## src/rtl/recepcao_serial_bcd.sv

```systemverilog
// Serial 7O1 receiver feeding a packet assembler that turns "ddd#" into a
// 3-digit BCD measurement, with one-cycle pronto/erro pulses per packet.
module recepcao_serial_bcd #(
  parameter int CICLOS_BIT = 434
) (
  input  logic        clock,
  input  logic        reset,
  input  logic        entrada_serial,
  output logic [11:0] dados,
  output logic        pronto,
  output logic        erro,
  output logic [3:0]  db_estado
);

  localparam int CNT_W = $clog2(CICLOS_BIT);
  localparam logic [CNT_W-1:0] FIM_BIT  = CNT_W'(CICLOS_BIT - 1);
  localparam logic [CNT_W-1:0] FIM_MEIO = CNT_W'(CICLOS_BIT / 2 - 1);

  typedef enum logic [2:0] {
    OCIOSO,
    INICIO,
    DADOS,
    PARIDADE,
    PARADA
  } estado_bit_t;

  typedef enum logic [1:0] {
    ESPERA_D2   = 2'd0,
    ESPERA_D1   = 2'd1,
    ESPERA_D0   = 2'd2,
    ESPERA_HASH = 2'd3
  } estado_pac_t;

  logic sinc_0, sinc_1;

  // Synchronizer resets to the idle level so reset itself never looks like a start bit.
  always_ff @(posedge clock or negedge reset) begin
    if (!reset) begin
      sinc_0 <= 1'b1;
      sinc_1 <= 1'b1;
    end else begin
      // NOTE: non-blocking so each flop samples its input at the same edge;
      // blocking here would collapse the chain into a single flop.
      sinc_0 <= entrada_serial;
      sinc_1 <= sinc_0;
    end
  end

  estado_bit_t      estado_bit;
  logic [CNT_W-1:0] contador;
  logic [2:0]       indice;
  logic [6:0]       deslocamento;
  logic             erro_paridade;
  logic             espera_linha;
  logic             car_valido;
  logic             car_erro;
  logic [6:0]       car_dado;

  always_ff @(posedge clock or negedge reset) begin
    if (!reset) begin
      estado_bit    <= OCIOSO;
      contador      <= '0;
      indice        <= '0;
      deslocamento  <= '0;
      erro_paridade <= 1'b0;
      espera_linha  <= 1'b0;
      car_valido    <= 1'b0;
      car_erro      <= 1'b0;
      car_dado      <= '0;
    end else begin
      car_valido <= 1'b0;
      case (estado_bit)
        OCIOSO: begin
          contador <= '0;
          if (!sinc_1) estado_bit <= INICIO;
        end
        INICIO: begin
          if (contador == FIM_MEIO) begin
            contador <= '0;
            indice   <= '0;
            estado_bit <= sinc_1 ? OCIOSO : DADOS;
          end else begin
            contador <= contador + 1'b1;
          end
        end
        DADOS: begin
          if (contador == FIM_BIT) begin
            contador     <= '0;
            deslocamento <= {sinc_1, deslocamento[6:1]};
            indice       <= indice + 3'd1;
            if (indice == 3'd6) estado_bit <= PARIDADE;
          end else begin
            contador <= contador + 1'b1;
          end
        end
        PARIDADE: begin
          if (contador == FIM_BIT) begin
            contador      <= '0;
            erro_paridade <= ~(^{deslocamento, sinc_1});
            estado_bit    <= PARADA;
          end else begin
            contador <= contador + 1'b1;
          end
        end
        PARADA: begin
          // After a framing error the line must return high before a new start is trusted.
          if (espera_linha) begin
            if (sinc_1) begin
              espera_linha <= 1'b0;
              estado_bit   <= OCIOSO;
            end
          end else if (contador == FIM_BIT) begin
            contador   <= '0;
            car_valido <= 1'b1;
            car_dado   <= deslocamento;
            car_erro   <= erro_paridade | ~sinc_1;
            if (sinc_1) estado_bit <= OCIOSO;
            else        espera_linha <= 1'b1;
          end else begin
            contador <= contador + 1'b1;
          end
        end
        default: estado_bit <= OCIOSO;
      endcase
    end
  end

  estado_pac_t estado_pac;
  logic [11:0] parcial;
  logic        eh_digito;
  logic        eh_hash;

  assign eh_digito = (car_dado[6:4] == 3'b011) && (car_dado[3:0] <= 4'd9);
  assign eh_hash   = (car_dado == 7'h23);
  assign db_estado = {2'b00, estado_pac};

  always_ff @(posedge clock or negedge reset) begin
    if (!reset) begin
      estado_pac <= ESPERA_D2;
      parcial    <= '0;
      dados      <= '0;
      pronto     <= 1'b0;
      erro       <= 1'b0;
    end else begin
      pronto <= 1'b0;
      erro   <= 1'b0;
      if (car_valido) begin
        if (!car_erro && eh_digito && estado_pac != ESPERA_HASH) begin
          case (estado_pac)
            ESPERA_D2: begin
              parcial[11:8] <= car_dado[3:0];
              estado_pac    <= ESPERA_D1;
            end
            ESPERA_D1: begin
              parcial[7:4] <= car_dado[3:0];
              estado_pac   <= ESPERA_D0;
            end
            default: begin
              parcial[3:0] <= car_dado[3:0];
              estado_pac   <= ESPERA_HASH;
            end
          endcase
        end else if (!car_erro && eh_hash && estado_pac == ESPERA_HASH) begin
          dados      <= parcial;
          pronto     <= 1'b1;
          estado_pac <= ESPERA_D2;
        end else begin
          // '#' out of place doubles as the resync marker: drop the packet and restart.
          erro       <= 1'b1;
          estado_pac <= ESPERA_D2;
        end
      end
    end
  end

endmodule

```

## config.mk

```make
export PLATFORM = sky130hd
export DESIGN_NAME = recepcao_serial_bcd
export DESIGN_NICKNAME = d
export VERILOG_FILES = /design/src/rtl/recepcao_serial_bcd.sv
export SDC_FILE = /design/constraint.sdc
export NUM_CORES = 1
export LEC_CHECK = 0
export CAP_MARGIN = 20
export CORE_UTILIZATION = 50
export DETAILED_ROUTE_END_ITERATION = 10
export PLACE_DENSITY = 0.7
export SLEW_MARGIN = 20
export SYNTH_ARGS = -nofsm -noshare
export SYNTH_HDL_FRONTEND = slang
export SYNTH_SLANG_ARGS = --single-unit
```

## constraint.sdc

```tcl
create_clock -name clock -period 3.42 [get_ports clock]
set_input_delay 0.684 -clock clock [delete_from_list [all_inputs] [get_ports clock]]
set_output_delay 0.684 -clock clock [all_outputs]
set_load 0.01 [all_outputs]
```

==> run summary <==
Adding up every negative setup slack in the final design gives 0 ns. The logs give 8.83 mm for the wire length of the first global-routing pass and 5640 sq um for the total core area. The start-to-end type of the worst setup path was flip-flop to flip-flop. Global routing finished with a remaining overflow of 0.

The slew at the pin with the worst max-slew slack came out at 0.774 ns. The layout filler cell count was 453. The TritonCTS buffer count was 9; the count of hold buffers inserted by post-cts repair was 0.

The number of H-tree branching levels was 3. After synthesis, the netlist uses 55 different library cells. The tools report the aggregate routed wire length as 5.00 mm.

In this run the horizontal extent of the chip is 79.4 um. The floorplan has 27 rows. The relative slew slack was 48.4%.

The detailed router finished its first iteration with 95 violations. The tools report the number of cells in the design after placement as 319. The ratio of total power to cell area is 441 nW/um^2. Number of antenna violations at the first check in global routing: 0. The share of synthesized cell area in full adder, half adder and majority cells is 2.09%. The commonest register cell after synthesis was sky130_fd_sc_hd__dfrtp_1. Summing the areas of all xor and xnor instances in the mapped netlist gives 2.34% of the synthesized area. Using the TritonRoute via totals, the vias-per-cell ratio works out to 5.49. Clock latency on the worst-skew pair, taken at its later pin, is 0.33 ns. The number of iterations in the first detailed-routing pass is 4. The flow ran to the end, and the final reports show no timing, DRC or antenna violations. By area, the combinational part of the netlist is dominated by multiplexers. The post-placement setup slack came out at 1.20 ns. After detailed routing, the average wire length per cell comes to 15.0 um.

The worst path uses 64.6% of the clock period. The finished layout holds 334 standard cells, fillers aside. The total number of vias was 1,834. The synthesized netlist devotes 12.0% of its cell area to simple gates. The logs give 60.5% for the end-of-flow core utilization and 0.00151 W for the overall power of the completed layout.

Cell type with the largest total area after synthesis: sky130_fd_sc_hd__dfrtp_1. The Yosys step of the flow raised 0 warnings. Ranked by instance count, the synthesized netlist is headed by sky130_fd_sc_hd__dfrtp_1 (61), sky130_fd_sc_hd__mux2_2 (35), sky130_fd_sc_hd__nand2_1 (17), sky130_fd_sc_hd__o21ai_0 (12).

CTS placed an instance of sky130_fd_sc_hd__clkbuf_8 at the clock tree root. The number of max-capacitance violations reported is 0, and the netlist area before placement is 3000 sq um. The tools report the maximum operating frequency as 0.452 GHz. The portion of synthesized cell area occupied by the leading cell type is 51.0%, and the final critical-path required period is 2.21 ns. Worst hold path class: flip-flop to flip-flop.

For this configuration, the core starts out at a cell density of 53.1%. Post-CTS timing repair inserted 0 buffers for setup. The number of enable-type register cells in the synthesized netlist was 0.

The run gives 1.60 nW as the static leakage power. The largest net degree at the start of global routing was 64; the post-detailed-route count of antenna-violating nets was 0. The clock drives 63 sinks. For this run, design rule violations remaining after detail routing come to 0.

The floorplan step defined a die boundary enclosing 6300 sq um. No sink is reached through more buffers than the 2 on the longest clock path. The die height was 79.4 um; the number of global-route vias before repair was 1,841.

STA puts the critical path data required time at 3.63 ns. Fraction of layout cells with a size suffix above 1: 27.9%. The final layout contains 266 nets. Detailed placer's ending HPWL: 3.37 mm. Ranked by total cell area, the synthesized netlist is headed by sky130_fd_sc_hd__dfrtp_1 (51%), sky130_fd_sc_hd__mux2_2 (13%), sky130_fd_sc_hd__xnor2_1 (2.3%). The synthesized area per cell was 12.6 sq um; the I/O pin count was 21. Across the VDD grid, the largest voltage drop is 0.308 mV. 0 antenna diodes ended up in the layout. Multiplexer cells account for 15.2% of the synthesized area. After clock tree synthesis, the clock-pin slew on the worst setup and hold paths is 0.07 ns. The post-synthesis async set-or-reset flop share works out to 100%. The number of storage elements in the synthesis netlist works out to 63.

The worst path meets setup with 1.21 ns of slack. Of all nets on the critical path, the largest fanout is 11. Once the clock tree was built, the resizer swapped 0 gates to a different size.

Setup violations remaining at the end of the flow were counted as 0. sky130_fd_sc_hd__dfrtp_1 is the most common cell in the netlist. The growth of design area from synthesis to finish works out to 14.0%.

Of the synthesized area, sequential elements account for 52.7%. Setup repair after global routing left no endpoint under its margin. The worst setup path is launched from a flip-flop. The number of endpoints with negative hold slack in the final report was 0. The number of slew-limit violations in the final report is 0, and the worst setup skew after layout is 0.0118 ns.

The run gives 2.42 ns as the arrival time reported for the critical path endpoint. The worst setup path is captured at a flip-flop. TritonCTS built the clock tree. Summing the areas of all compound-gate instances in the mapped netlist gives 11.5% of the synthesized area.

The count of buffers added on input and output ports is 18. For the overall routing resource usage, the log shows 18.5%. At the end of routability-driven placement, the weighted congestion stood at 0.848.

Synthesis produced 238 cells.
==> stage by stage <==
stage               instance area (sq um)  hold WS [ns]
global route                         3410         0.364
detailed placement                   3180         0.347
finish                               3410         0.357
global placement                     3180         0.348
floorplan                            3000         0.345
CTS                                  3410         0.356
==> worst paths after layout <==
kind                                   from          end  slack (ns)  depth (start not counted)
worst max-delay path            contador[1]    indice[2]        1.21                          6
worst min-delay path                 sinc_0       sinc_1        0.36                          0
worst max register to register  contador[1]    indice[2]        1.21                          6
worst min register to register       sinc_0       sinc_1        0.36                          0
max in group asynchronous             reset  car_dado[5]        2.40                          2
min in group asynchronous             reset     dados[3]        0.51                          2
==> report_power, final <==
part	internal (W)	switching, W
combinational	0.00000413	0.0000161
sequential	0.000747	0.00000150
clock	0.000465	0.000273
==> cells by family after synthesis <==
kind of cell    Yosys count
mux                      39
other cells               1
simple gates             57
xor+xnor                  8
compound gates           45
flops                    63
buf+inv                  20
fa+ha+maj                 5
==> cells in the final DEF, fill, tap and decap left out, types with 2 or more instances in the layout <==
| master | instances |
|---|---|
| sky130_fd_sc_hd__a21o_1 | 2 |
| sky130_fd_sc_hd__a21oi_1 | 7 |
| sky130_fd_sc_hd__and4b_1 | 2 |
| sky130_fd_sc_hd__and4bb_2 | 2 |
| sky130_fd_sc_hd__bufinv_16 | 2 |
| sky130_fd_sc_hd__clkbuf_8 | 12 |
| sky130_fd_sc_hd__clkdlybuf4s50_1 | 17 |
| sky130_fd_sc_hd__conb_1 | 2 |
| sky130_fd_sc_hd__dfrtp_1 | 61 |
| sky130_fd_sc_hd__dfstp_2 | 2 |
| sky130_fd_sc_hd__ha_1 | 5 |
| sky130_fd_sc_hd__inv_1 | 9 |
| sky130_fd_sc_hd__mux2_2 | 35 |
| sky130_fd_sc_hd__mux2_4 | 4 |
| sky130_fd_sc_hd__nand2_1 | 17 |
| sky130_fd_sc_hd__nand3_1 | 9 |
| sky130_fd_sc_hd__nand4_1 | 2 |
| sky130_fd_sc_hd__nor2_1 | 2 |
| sky130_fd_sc_hd__nor2b_1 | 3 |
| sky130_fd_sc_hd__nor3_1 | 2 |
| sky130_fd_sc_hd__nor3b_1 | 2 |
| sky130_fd_sc_hd__nor4_1 | 2 |
| sky130_fd_sc_hd__o211ai_1 | 7 |
| sky130_fd_sc_hd__o21ai_0 | 12 |
| sky130_fd_sc_hd__o2bb2ai_1 | 2 |
| sky130_fd_sc_hd__o311ai_1 | 2 |
| sky130_fd_sc_hd__xnor2_1 | 8 |
==> registers in the layout (all words and copies together), names as in the netlist, 2 cells and up <==
name,count
car_dado,7
dados,12
parcial,12
contador,9
indice,3
deslocamento,7
estado_bit,3
estado_pac,2
==> routing by layer <==
layer	share of wire [%]	global-route usage, %	vias up
li1	-	-	896
met4	1.9	9.27	0
met2	43	26.5	39
met3	3.4	3.77	8
met5	0	0	-
met1	52	26.6	891
==> worst max-delay path: stages (launching register included) <==
cell and delay (ns):
sky130_fd_sc_hd__dfrtp_1 0.43, sky130_fd_sc_hd__inv_1 0.10, sky130_fd_sc_hd__ha_1 0.14, sky130_fd_sc_hd__and4b_1 0.35, sky130_fd_sc_hd__nand3_1 0.39, sky130_fd_sc_hd__a21o_1 0.33, sky130_fd_sc_hd__a221o_1 0.35
==> cell type report <==
class                      instances  area [sq um]  area share (%)
clock buffer                      12           165            4.84
clock inverter                     3          65.1            1.91
inverter                           9          33.8           0.989
multi-input combinational        156          1300            38.0
sequential                        63          1580            46.2
tap                               72          90.1            2.64
timing repair buffer              19           183            5.35
(Power assumes the default switching activity.)
